$ cat src/rtl/seg7_scan.sv
// Multiplexed common-anode 7-seg driver: frame-synchronous double buffer, leading-zero blanking, 8-level PWM.
// Pins lag scan state by one cycle; no backpressure, a load is acknowledged at the next frame boundary.
module seg7_scan #(
    parameter int NDIG      = 8,
    parameter int SCAN_LOG2 = 15
) (
    input  logic              CLK100MHZ,
    input  logic              rst_n,
    input  logic [4*NDIG-1:0] data,
    input  logic              load,
    input  logic [NDIG-1:0]   dp,
    input  logic              lzb_en,
    input  logic [2:0]        bright,
    output logic [6:0]        seg,
    output logic              dp_n,
    output logic [NDIG-1:0]   an,
    output logic              load_ack,
    output logic              frame_tick
);
    localparam int IW = (NDIG > 1) ? $clog2(NDIG) : 1;
    localparam logic [IW-1:0] LAST = IW'(NDIG - 1);

    logic [SCAN_LOG2-1:0] p;
    logic [IW-1:0]        idx;
    logic [4*NDIG-1:0]    staging;
    logic [NDIG-1:0]      staging_dp;
    logic [4*NDIG-1:0]    shadow;
    logic [NDIG-1:0]      shadow_dp;
    logic                 pending;

    logic                 slot_end;
    logic                 boundary;
    logic                 lit;
    logic                 nz;
    logic [NDIG-1:0]      blank_vec;
    logic                 show;
    logic [3:0]           cur_nib;
    logic [NDIG-1:0]      an_nxt;

    function automatic logic [6:0] enc(input logic [3:0] n);
        case (n)
            4'h0: enc = 7'h40;
            4'h1: enc = 7'h79;
            4'h2: enc = 7'h24;
            4'h3: enc = 7'h30;
            4'h4: enc = 7'h19;
            4'h5: enc = 7'h12;
            4'h6: enc = 7'h02;
            4'h7: enc = 7'h78;
            4'h8: enc = 7'h00;
            4'h9: enc = 7'h10;
            4'hA: enc = 7'h08;
            4'hB: enc = 7'h03;
            4'hC: enc = 7'h46;
            4'hD: enc = 7'h21;
            4'hE: enc = 7'h06;
            4'hF: enc = 7'h0E;
        endcase
    endfunction

    assign slot_end = &p;
    assign boundary = slot_end && (idx == LAST);
    assign lit      = (p[SCAN_LOG2-1 -: 3] <= bright);
    assign cur_nib  = shadow[{idx, 2'b00} +: 4];

    // Scan from the top digit down; a digit is blank while nothing above or at it is nonzero.
    always_comb begin
        nz        = 1'b0;
        blank_vec = '0;
        for (int i = NDIG - 1; i >= 0; i--) begin
            nz           = nz | (shadow[4*i +: 4] != 4'h0);
            blank_vec[i] = lzb_en && (i != 0) && !nz;
        end
    end

    assign show = lit && !blank_vec[idx];

    always_comb begin
        an_nxt = '1;
        if (show) begin
            an_nxt[idx] = 1'b0;
        end
    end

    always_ff @(posedge CLK100MHZ) begin
        if (!rst_n) begin
            p          <= '0;
            idx        <= '0;
            staging    <= '0;
            staging_dp <= '0;
            shadow     <= '0;
            shadow_dp  <= '0;
            pending    <= 1'b0;
            load_ack   <= 1'b0;
            frame_tick <= 1'b0;
        end else begin
            p          <= p + 1'b1;
            frame_tick <= boundary;
            load_ack   <= 1'b0;
            if (slot_end) begin
                idx <= (idx == LAST) ? '0 : idx + 1'b1;
            end
            if (load) begin
                staging    <= data;
                staging_dp <= dp;
            end
            // A load in the boundary cycle bypasses staging so it is not lost a whole frame.
            if (boundary && (pending || load)) begin
                shadow    <= load ? data : staging;
                shadow_dp <= load ? dp : staging_dp;
                pending   <= 1'b0;
                load_ack  <= 1'b1;
            end else if (load) begin
                pending <= 1'b1;
            end
        end
    end

    always_ff @(posedge CLK100MHZ) begin
        if (!rst_n) begin
            seg  <= 7'h7F;
            dp_n <= 1'b1;
            an   <= '1;
        end else begin
            seg  <= blank_vec[idx] ? 7'h7F : enc(cur_nib);
            dp_n <= ~(show && shadow_dp[idx]);
            an   <= an_nxt;
        end
    end
endmodule
$ cat config.mk
export PLATFORM = sky130hd
export DESIGN_NAME = seg7_scan
export DESIGN_NICKNAME = d
export VERILOG_FILES = /design/src/rtl/seg7_scan.sv
export SDC_FILE = /design/constraint.sdc
export NUM_CORES = 1
export LEC_CHECK = 0
export ABC_AREA = 1
export BUFFER_PORTS_ARGS = -buffer_cell sky130_fd_sc_hd__buf_4
export CAP_MARGIN = 20
export CORE_ASPECT_RATIO = 1.1
export CORE_UTILIZATION = 40
export CTS_CLUSTER_DIAMETER = 60
export DETAILED_ROUTE_END_ITERATION = 6
export PLACE_DENSITY = 0.55
export SLEW_MARGIN = 30
export SYNTH_ARGS = -nofsm -noshare
export SYNTH_HDL_FRONTEND = slang
export SYNTH_SLANG_ARGS = --single-unit
$ cat constraint.sdc
create_clock -name CLK100MHZ -period 2.4 [get_ports CLK100MHZ]
set_input_delay 0 -clock CLK100MHZ [delete_from_list [all_inputs] [get_ports CLK100MHZ]]
set_output_delay 0 -clock CLK100MHZ [all_outputs]
set_load 0.05 [all_outputs]
* Word level (Yosys, flattened, before mapping) *
Memories as Yosys holds them, arrays and structs flattened. A register that Yosys moved wholly into a read port is not among the register bits.
Index checks and enable logic that the tools add are counted.

word-level totals
  bits in registers = 110
  latch bits = 0
  bits in writable memories = 0
  bits in read-only memories = 112
  input bits = 47
  output and inout port bits = 18
  logic and storage cells = 70
  memories = 1

memories
  memory            depth  width  rd ports  clocked after memory_dff  write ports  RTL line  RTL
  (name not given)  16     7      1         1                         0            41        case (n)

cells by class
  add/subtract/negate cells = 2
  $mul = 0
  divide/modulo/power cells = 0
  magnitude comparators = 3
  equality and inequality tests = 1
  shifts and indexed selects = 1
  multiplexer cells = 10
  bitwise gates (word level) = 9
  reduce and logical (&&, ||, !) cells = 32

operator list
  operator               count
  $mux 32                1
  $shiftx 32x6->4        1
  $reduce_bool 4->1      7
  $add 15x1->15 const B  1
  $reduce_and 15->1      1
  $logic_and 1x1->1      12
  $logic_not 1->1        8
  $mux 8                 1
  $not 8->8              1
  $bmux 1 s3             2
  $or 1x1->1             6
  $lt 3x4->1 const B     1
  $mux 1                 4
  $reduce_or 2->1        2
  $add 3x1->3 const B    1
  $demux 1 s3            1
  $eq 3x3->1 const B     1
  $ge 3x1->1 const B     1
  $le 3x3->1             1
  $mux 3                 1
  $not 1->1              2
  $reduce_and 2->1       1
  $logic_or 1x1->1       1

* Logic depth before layout (Yosys ltp) *
Gate-level depths: netlist of the first run.

  depth after elaboration = 15
  depth in mapped cells = 16
  depth with buffers taken out = 14

* Worst setup path before layout of the first run *
No wires, ideal clock.

  kind = register -> register
  start point = register idx[0]
  end point = register seg[1]
  library setup time = 113 ps
  data arrival time = 1,610 ps
  data required time = 2,287 ps
  path slack = 677 ps
  stages on the path, launching flop included = 15
  path buffers = 2
  period minus slack after synthesis = 1,723 ps
  path through = dfxtp_1 buf_6 buf_2 nand2_1 nand2_1 nand2_1 nand2_1 nand2_1 nand2_1 inv_1 ha_1 nand2_1 nand2_1 nand3_1 nand2_1

on the way
  cells in the longest elaborated chain, start to end = 3
  elaborated cells on any way between the ends = 4
  those cells by class = shift: 1; mux: 2; reduce/logical: 1

ends and longest elaborated chain
  what                                                     RTL line  RTL
  start, declared                                          24        logic [IW-1:0] idx;
  start signal, assigned                                   101       idx <= (idx == LAST) ? '0 : idx + 1'b1;
  branches (longest 3 deep; another with $shiftx 32x6->4)  --
  end, declared                                            14        output logic [6:0] seg,

Several ways; the timed one is not identified. The select of a mux whose other input is x is not followed.
A chain may end at the register's enable or synchronous reset.

* Final worst setup path of the first run *
Same ends and word-level chain as after synthesis.

==> results.cfg, run 1 <==
[global_routing]
grt_pass1_wl_um = 21800
grt_max_degree = 64
groute.usage.overall = 0.201
antenna_found_initial = 0
overflow = 0
grt_pass1_vias = 4702

[sta]
finalCritPeriodShare = 0.863
fmax_mhz = 483
fin_crit_ns = 2.07
maxSlewHeadroom = 0.574
hold_violations = 0
tightest_slew_ns = 0.639
setup_tns_ns = 0
setup_viol = 0
setup_ws_ns = 0.328
drv_slew = 0
rsz0062_at_grt = false
skew_ns = 0.0132

[setup_path]
required_ns = 2.69
path_max_fanout = 11
path_class = register to register
cp.arrival_ns = 2.36
cp-start-kind = register
end_kind = register

[clock_tree]
clock_sinks = 117
cts-resized-gates = 0
cts_buffers = 17
clk_pin_slew_ns = 0.05
clockRootBuffer = clkbuf_16
clk_latency_ns = 0.42
htreeDepth = 4
cts_tree = done
post_cts_buffers = 0
cts_buffer_depth = 2

[flow_run]
maxCapViolations = 0

[route]
antenna_left = 0
drtIter0Drc = 294
vias_per_cell = 5.06
dr.pass1.iters = 4
routed_wl_um = 12500
post_drt_wl_per_cell_um = 13.0
via_count = 4860
post-route-drc-count = 0

[placed_design]
dp_hpwl_um = 8340
dp_cells = 891
pre_cts_ws_ns = 0.348
place_area_mm2 = 0.00567
place.gp.congestion = 0.843
port_buffers = 64

[synth]
yosys.area.top_type_share = 0.449
ys_ff_latch = 117
ys_seq_area_frac = 0.449
syn-num-nets = 762
synthCells = 703
post-synth-top-area-cell = dfxtp_1
async_flop_share = 0
synth_ff_type = dfxtp_1
synth_cell_types = 35
yosysWarnings = 0
syn_area_mm2 = 0.00522
syn_area_per_cell_um2 = 7.42
synth-edff-count = 0
synth_area_leaders = dfxtp_1, nand2_1, nor2_1

[finish]
layout_common_cells = nand2_1, nor2_1, dfxtp_1
final_core_util = 0.523
layout_commonest_cell = nand2_1
diodes = 0
final_layout_size_suffix_gt1_frac = 0.155
layout.cells.non_filler = 961
syn2layout_area_growth_pct = 26.7
fin_area_mm2 = 0.00661
num-fill-cells = 1268
nets = 852

[die]
core_area_mm2 = 0.0126
rows = 43
dieArea_mm2 = 0.0135
die_h_um = 122
ioPinCount = 65
die_x_um = 111
start_util = 0.412

[hold_path]
hold_class = input pin to register

[pwr]
peakVddDrop_mv = 0.477
leakagePower_nw = 3.08
power_density_mw_per_mm2 = 695

[status]
outcome = finished, final reports clean
[critical path, cell delays in order, from the launching register on]
cell and delay [ns]:
dfxtp_1 0.54, buf_4 0.25, nand2_1 0.07, nand2_1 0.07, nand2_1 0.05, nand2_1 0.07, nand2_1 0.04, nand2_1 0.16
inv_1 0.12, ha_1 0.30, nand2_1 0.10, nand2_1 0.06, nand3_1 0.09, nand2_1 0.05
[report_power, final]
part / leakage [nW] / total, mW / internal (mW) / switching [mW]
sequential: 0.957 / 2.02 / 2.00 / 0.0132
combinational: 1.85 / 0.307 / 0.140 / 0.167
clock: 0.272 / 2.27 / 1.46 / 0.808
[cell type report]
class	instances	area, µm²	area share
clock buffers	26	519	0.0786
multi-input cells	515	2450	0.371
clock inverters	4	20.0	0.00303
repair buffers	117	978	0.148
flip-flops and latches	117	2340	0.355
well taps	157	196	0.0297
inverters	25	98.8	0.0150
[metal layers]
metal	GRT usage	part of all wire	wire length (µm)	vias up
met2	0.343	0.49	6110	88
met4	0.0825	0.010	127	0
met5	0	0	0	-
met1	0.245	0.47	5870	2264
li1	-	-	-	2496
met3	0.0453	0.034	423	12
[path summary, 6_finish.rpt]
check                                          from           endpoint  slack, ns  cells past startpoint
worst max-delay path            idx[0]$_SDFFE_PN0P_  seg[1]$_SDFF_PP1_       0.33                     13
worst min-delay path                          rst_n    p[1]$_SDFF_PN0_       0.09                      3
worst max register to register  idx[0]$_SDFFE_PN0P_  seg[1]$_SDFF_PP1_       0.33                     13
worst min register to register      p[0]$_SDFF_PN0_    p[0]$_SDFF_PN0_       0.45                      1
[cells in the mapped netlist (all sizes together), types with 2 or more instances]
cell type,number
nor2,125
a21oi,12
nor3,12
inv,23
nand3b,7
clkbuf,16
nand4,41
dfxtp,117
clkinv,2
nand2,180
ha,12
nand3,65
o21a,2
o21ai,53
buf,30
[metrics by stage]
stage / hold slack [ns] / power, mW
2_1_floorplan: 0.174 / 2.20
3_3_place_gp: 0.284 / 2.31
3_5_place_dp: 0.283 / 2.31
4_1_cts: 0.0829 / 4.66
5_1_grt: 0.136 / 4.77
6_report: 0.0890 / 4.59
[logic make-up (layout without fill, tap and decap cells)]
group / count (synthesis) / count (layout) / share of synthesized area
xor gates and xnor gates: 1 / 1 / 0.00168
adders and majority gates: 12 / 12 / 0.0288
DFF: 117 / 117 / 0.449
AOI/OAI and AO/OA: 70 / 70 / 0.0696
buffers and inverters: 71 / 172 / 0.0809
and+or+nand+nor: 432 / 432 / 0.370
[registers in the layout (all words and copies together), names as in the netlist, 3 cells and up]
signal / count
p: 15
idx: 3
shadow: 32
seg: 7
staging_dp: 8
shadow_dp: 8
staging: 32
an: 8
[what timing repair did]
item | CTS | global route
hold buffers | 40 | 0
endpoints found under the hold margin | 40 | 0
endpoints found under the setup margin | 0 | 0
Power figures use the tool's default switching activity.
==> run 2, diff against run 1 <==
Settings changed: CORE_UTILIZATION 40 to 52, PLACE_DENSITY 0.55 to 0.69.
==> run 2 against run 1 <==
Combinational power increased by 19%; cell count decreased by 1.0%; first-iteration DRC count decreased by 18%; highest routed layer unchanged.
==> results.cfg, run 2 (synthesis results as in run 1) <==
[sta]
fmax_mhz = 536
rsz0062_at_grt = false
finalCritPeriodShare = 0.778
hold_violations = 0
tightest_slew_ns = 0.438
fin_crit_ns = 1.87
maxSlewHeadroom = 0.708
skew_ns = 0.00872
setup_tns_ns = 0
setup_viol = 0
drv_slew = 0

[route]
post_drt_wl_per_cell_um = 13.3
via_count = 4970
dr.pass1.iters = 5
post-route-drc-count = 0
vias_per_cell = 5.23
routed_wl_um = 12700
antenna_left = 0
drtIter0Drc = 242

[die]
die_x_um = 97.5
die_h_um = 107
dieArea_mm2 = 0.0104
start_util = 0.547
core_area_mm2 = 0.00954
ioPinCount = 65
rows = 37

[placed_design]
place_area_mm2 = 0.00561
place.gp.congestion = 0.907
dp_cells = 847
port_buffers = 64
dp_hpwl_um = 7770

[global_routing]
grt_pass1_vias = 4773
groute.usage.overall = 0.255
grt_max_degree = 44
grt_pass1_wl_um = 21700
overflow = 0
antenna_found_initial = 0

[setup_path]
end_kind = register
path_common_cell = nand2_1
worst_path_max_delay_cell = dfxtp_1
path_class = register to register
cp.arrival_ns = 2.26
path_max_fanout = 20
rrSetupSlack_ns = 0.53
cp-start-kind = register
required_ns = 2.80
cpPeakStageDelay_ns = 0.36
critical_path.cell_chain = buf_4 > nand2_1 > nand2_1 > nand2_1 > nand2_1 > nand2_1 > nand2_1 > inv_1 > ha_1 > nand2_1 > nand2_1 > nand3_1 > nand2_1

[flow_run]
maxCapViolations = 0

[clock_tree]
htreeDepth = 4
clk_latency_ns = 0.51
cts_tree = done
clockRootBuffer = clkbuf_8
clk_pin_slew_ns = 0.06
cts_buffers = 17
cts-resized-gates = 0
cts_buffer_depth = 2
clock_sinks = 117

[finish]
reg_top3 = shadow: 32 flops, staging: 32 flops, p: 15 flops
layout_common_cells = nand2_1, nor2_1, dfxtp_1
final_core_util = 0.729
diodes = 0
fin_area_mm2 = 0.00695
layout.cells.non_filler = 951
final_layout_size_suffix_gt1_frac = 0.149
nets = 881
syn2layout_area_growth_pct = 33.3
layout_commonest_cell = nand2_1

[pwr]
power_density_mw_per_mm2 = 715
peakVddDrop_mv = 0.607
leakagePower_nw = 3.27

[status]
outcome = finished, final reports clean

[hold_path]
hold_class = input pin to register
-- run 2: changes by cell type in the layout (fill, tap and decap cells not counted), sizes merged --
cell and change:
clkinvlp +3, buf -4, inv +1, dlygate4sd3 +33, bufinv +4, clkbuf -7
-- run 2: where the power goes --
| part | total [mW] | internal (mW) | switching (mW) |
|---|---|---|---|
| Clock | 2.59 | 1.71 | 0.881 |
| Sequential | 2.02 | 2.00 | 0.0141 |
| Combinational | 0.364 | 0.184 | 0.180 |
-- run 2: final cells by class --
class / instances / area, µm²
Timing Repair Buffer: 146 / 1300
Clock buffer: 19 / 432
Tap cell: 117 / 146
Clock inverter: 12 / 179
Sequential cell: 117 / 2340
Inverter: 25 / 98.8
Fill cell: 747 / 2580
Multi-Input combinational cell: 515 / 2450
-- run 2: final timing paths --
kind                  startpoint                endpoint  cells past startpoint
min                         load  staging[23]$_SDFF_PN0_                      3
max          idx[0]$_SDFFE_PN0P_       seg[1]$_SDFF_PP1_                     13
max reg2reg  idx[0]$_SDFFE_PN0P_       seg[1]$_SDFF_PP1_                     13
min reg2reg      p[0]$_SDFF_PN0_         p[0]$_SDFF_PN0_                      1
-- run 2: stage by stage --
| step | hold WS [ns] | power, mW | setup WS, ns |
|---|---|---|---|
| 6_report | 0.0516 | 4.97 | 0.534 |
| 3_3_place_gp | 0.277 | 2.30 | 0.615 |
| 3_5_place_dp | 0.276 | 2.31 | 0.559 |
| 5_1_grt | 0.0706 | 5.13 | 0.293 |
| 4_1_cts | 0.0169 | 5.00 | 0.552 |
| 2_1_floorplan | 0.174 | 2.20 | 0.677 |
-- run 2: timing repair --
| item | CTS | global route |
|---|---|---|
| setup buffers | 0 | 0 |
| setup endpoints to repair | 0 | 0 |
| hold endpoints to repair | 87 | 0 |
| hold buffers | 73 | 0 |
-- run 2: critical path: cells and delay by family, from the launching register on --
family	cells	cell delay, ns
simple gates	10	0.73
buf+inv	2	0.37
flops	1	0.36
fa+ha+maj	1	0.30
-- run 2: per-layer routing --
layer	wire length [µm]	global-route usage	up-vias
met5	0	0	-
met4	201	0.0903	0
met3	572	0.0463	15
met2	6170	0.450	132
met1	5750	0.312	2264
li1	-	-	2559
==> run 3, diff against run 2 <==
Settings changed: ABC_AREA 1 to 0.
Clock period 2.4 ns to 1.9 ns, I/O delays scaled along.
==> run 3 against run 2 <==
The flow now finishes with violations (negative setup slack); critical path type unchanged; global-route usage is 1.0 points higher; non-clock buffer count rose by 30; highest routed layer unchanged; largest cell class unchanged; first-iteration DRC count up 7.0%; synthesized cell count fell by 29%.
==> results.cfg, run 3 <==
[clock_tree]
cts_buffer_depth = 2
cts_tree = done
clk_latency_ns = 0.51
cts_buffers = 17
clockRootBuffer = clkbuf_8
clk_pin_slew_ns = 0.06
htreeDepth = 4
clock_sinks = 117

[setup_path]
worst_path_max_delay_cell = mux4_2
r2r_end = seg[0]$_SDFF_PP1_
cp.arrival_ns = 2.35
path_class = register to register
cp_top_family = multiplexers
crit_start = idx[2]$_SDFFE_PN0P_
critical_path.cell_chain = mux4_2 > mux2_4 > ha_4 > inv_2 > o2111ai_2 > a2bb2oi_2 > a2bb2oi_2
path_common_cell = a2bb2oi_2
required_ns = 2.28
r2r-start = idx[2]$_SDFFE_PN0P_
r2r_cells = 7
path_max_fanout = 4
cp-start-kind = register
rrSetupSlack_ns = -0.07
cpPeakStageDelay_ns = 0.50
crit_buf_inv = 1
end_kind = register

[synth]
synth_area_leaders = dfxtp_1, mux2i_1, nor3_2
synth-compound-area-share = 0.145
ys_seq_area_frac = 0.453
synth_most_common_cell = dfxtp_1
synth-edff-count = 0
yosys.area.top_type_share = 0.453
synth_ff_type = dfxtp_1
synth_mux_area_frac = 0.121
syn-num-nets = 557
yosysWarnings = 0
syn_area_mm2 = 0.00517
synthAdderAreaFrac = 0.0290
post-synth-top-area-cell = dfxtp_1
yosys-top-cells-count = dfxtp_1, nor2_1, mux2i_1
synth_cell_types = 54
async_flop_share = 0
synthCells = 498
syn_area_per_cell_um2 = 10.4
synth_xor_area_frac = 0.0203
synth-simple-area-share = 0.186
ys_ff_latch = 117
synth_top_family_by_area = simple AND/OR/NAND/NOR gates

[global_routing]
antenna_found_initial = 0
groute.usage.overall = 0.266
grt_max_degree = 56
grt_pass1_wl_um = 21500
grt_pass1_vias = 4335
overflow = 0

[pwr]
leakagePower_nw = 3.06
seqPwrFrac = 0.407
peakVddDrop_mv = 0.671
pwr-share-clk = 0.516
intPower_mw = 4.80
power_switching_share = 0.230
power_density_mw_per_mm2 = 829
p_comb_frac = 0.076
p_switching_mw = 1.44

[route]
antenna_left = 0
dr.pass1.iters = 5
routed_wl_um = 13400
post_drt_wl_per_cell_um = 17.1
vias_per_cell = 5.63
via_count = 4418
dr_wl_met2_um = 6970
post-route-drc-count = 0
dr_wl_met3_um = 535
wl_met1_um = 5750
top_layer = met4
drtIter0Drc = 259

[sta]
setup_ws_ns = -0.0651
setup_viol = 4
skew_ns = 0.00485
finalCritPeriodShare = 1.03
fmax_mhz = 509
holdWs_ns = 0.0166
fin_crit_ns = 1.97
maxSlewHeadroom = 0.668
hold_violations = 0
tightest_slew_ns = 0.493
drv_slew = 0
rsz0062_at_grt = true

[finish]
diodes = 0
syn2layout_area_growth_pct = 45.3
final_layout_size_suffix_gt1_frac = 0.368
final_core_util = 0.792
reg_top3 = shadow: 32 flops, staging: 32 flops, p: 15 flops
layout_common_cells = buf_4, dfxtp_1, nor2_1
layout_commonest_cell = buf_4
nets = 714

[die]
die_h_um = 107
die_x_um = 97.1
ioPinCount = 65
dieArea_mm2 = 0.0104
core_area_mm2 = 0.00949
rows = 37
start_util = 0.545

[placed_design]
port_buffers = 64
place.gp.congestion = 0.874
dp_hpwl_um = 8400

[status]
outcome = finished, violations left
violations = negative setup slack

[hold_path]
holdPathStages = 3
holdCritStartpoint = load
hold_class = input pin to register
hold-path-endpoint = staging[4]$_SDFF_PN0_

[flow_run]
maxCapViolations = 0
## run 3: changes by cell type in the layout (fill, tap and decap cells not counted), sizes merged, moves of 8 or more
cell / previous run / this run
buf: 73 / 127
inv: 24 / 13
nor4: 0 / 9
o211ai: 0 / 8
nand2: 180 / 17
nor3: 12 / 42
nor2: 125 / 61
a31o: 0 / 40
dlygate4sd3: 73 / 49
nand4: 41 / 3
o21ai: 53 / 7
nand3: 65 / 9
mux2i: 0 / 49
## run 3: layout make-up
type	instances	area (µm²)
Sequential cell	117	2360
Clock buffer	18	428
Tap cell	117	146
Fill cell	623	1970
Multi-Input combinational cell	331	2790
Inverter	12	48.8
Clock inverter	14	176
Timing Repair Buffer	176	1570
## run 3: worst max path at each step
stage | endpoint | slack (ns) | cells past startpoint
global placement | seg[0]$_SDFF_PP1_ | -0.14 | 8
floorplan | seg[3]$_SDFF_PP1_ | -0.02 | 8
detailed placement | seg[0]$_SDFF_PP1_ | -0.15 | 8
global route | seg[0]$_SDFF_PP1_ | -0.08 | 7
CTS | seg[5]$_SDFF_PP1_ | -0.04 | 6
finish | seg[0]$_SDFF_PP1_ | -0.07 | 7
## run 3: per-layer routing
metal  track usage  vias to the layer above
met3        0.0561                       16
met4        0.0725                        0
met5             0                        -
li1              -                     2132
met2         0.487                      122
met1         0.313                     2148
## run 3: logic make-up (layout without fill, tap and decap cells)
group / Yosys count / in the layout
and+or+nand+nor: 158 / 158
DFF: 117 / 117
AOI/OAI and AO/OA: 92 / 92
muxes: 57 / 57
buffers and inverters: 50 / 220
adders and majority gates: 12 / 12
xor gates and xnor gates: 12 / 12
## run 3: metrics by stage
step	setup slack [ns]	TNS [ns]	instance area, µm²	cells	power, mW
3_5_place_dp	-0.153	-1.96	6130	695	2.96
5_1_grt	-0.0801	-0.412	7520	785	6.42
6_report	-0.0651	-0.134	7520	785	6.23
2_1_floorplan	-0.0206	-0.0337	5230	498	2.81
4_1_cts	-0.0399	-0.159	7430	785	6.25
3_3_place_gp	-0.142	-0.227	6130	695	2.95
## run 3: power by group through the flow
stage / logic (mW) / registers (mW) / clock network, mW
5_1_grt: 0.514 / 2.54 / 3.36
3_3_place_gp: 0.362 / 2.59 / 0
6_report: 0.476 / 2.54 / 3.22
2_1_floorplan: 0.192 / 2.62 / 0
4_1_cts: 0.463 / 2.54 / 3.25
3_5_place_dp: 0.372 / 2.59 / 0
## run 3: what timing repair did
item                                    CTS  global route
hold buffers                             49             0
endpoints found under the hold margin    80             0
pin swaps                                 3             7
cloned                                    2             0
resized for setup                        24            21
endpoints found under the setup margin   47            47
setup buffers                             7             1
## run 3: worst min-delay path: stages
cell	delay (ns)
buf_4	0.21
mux2i_1	0.18
nor2_1	0.09
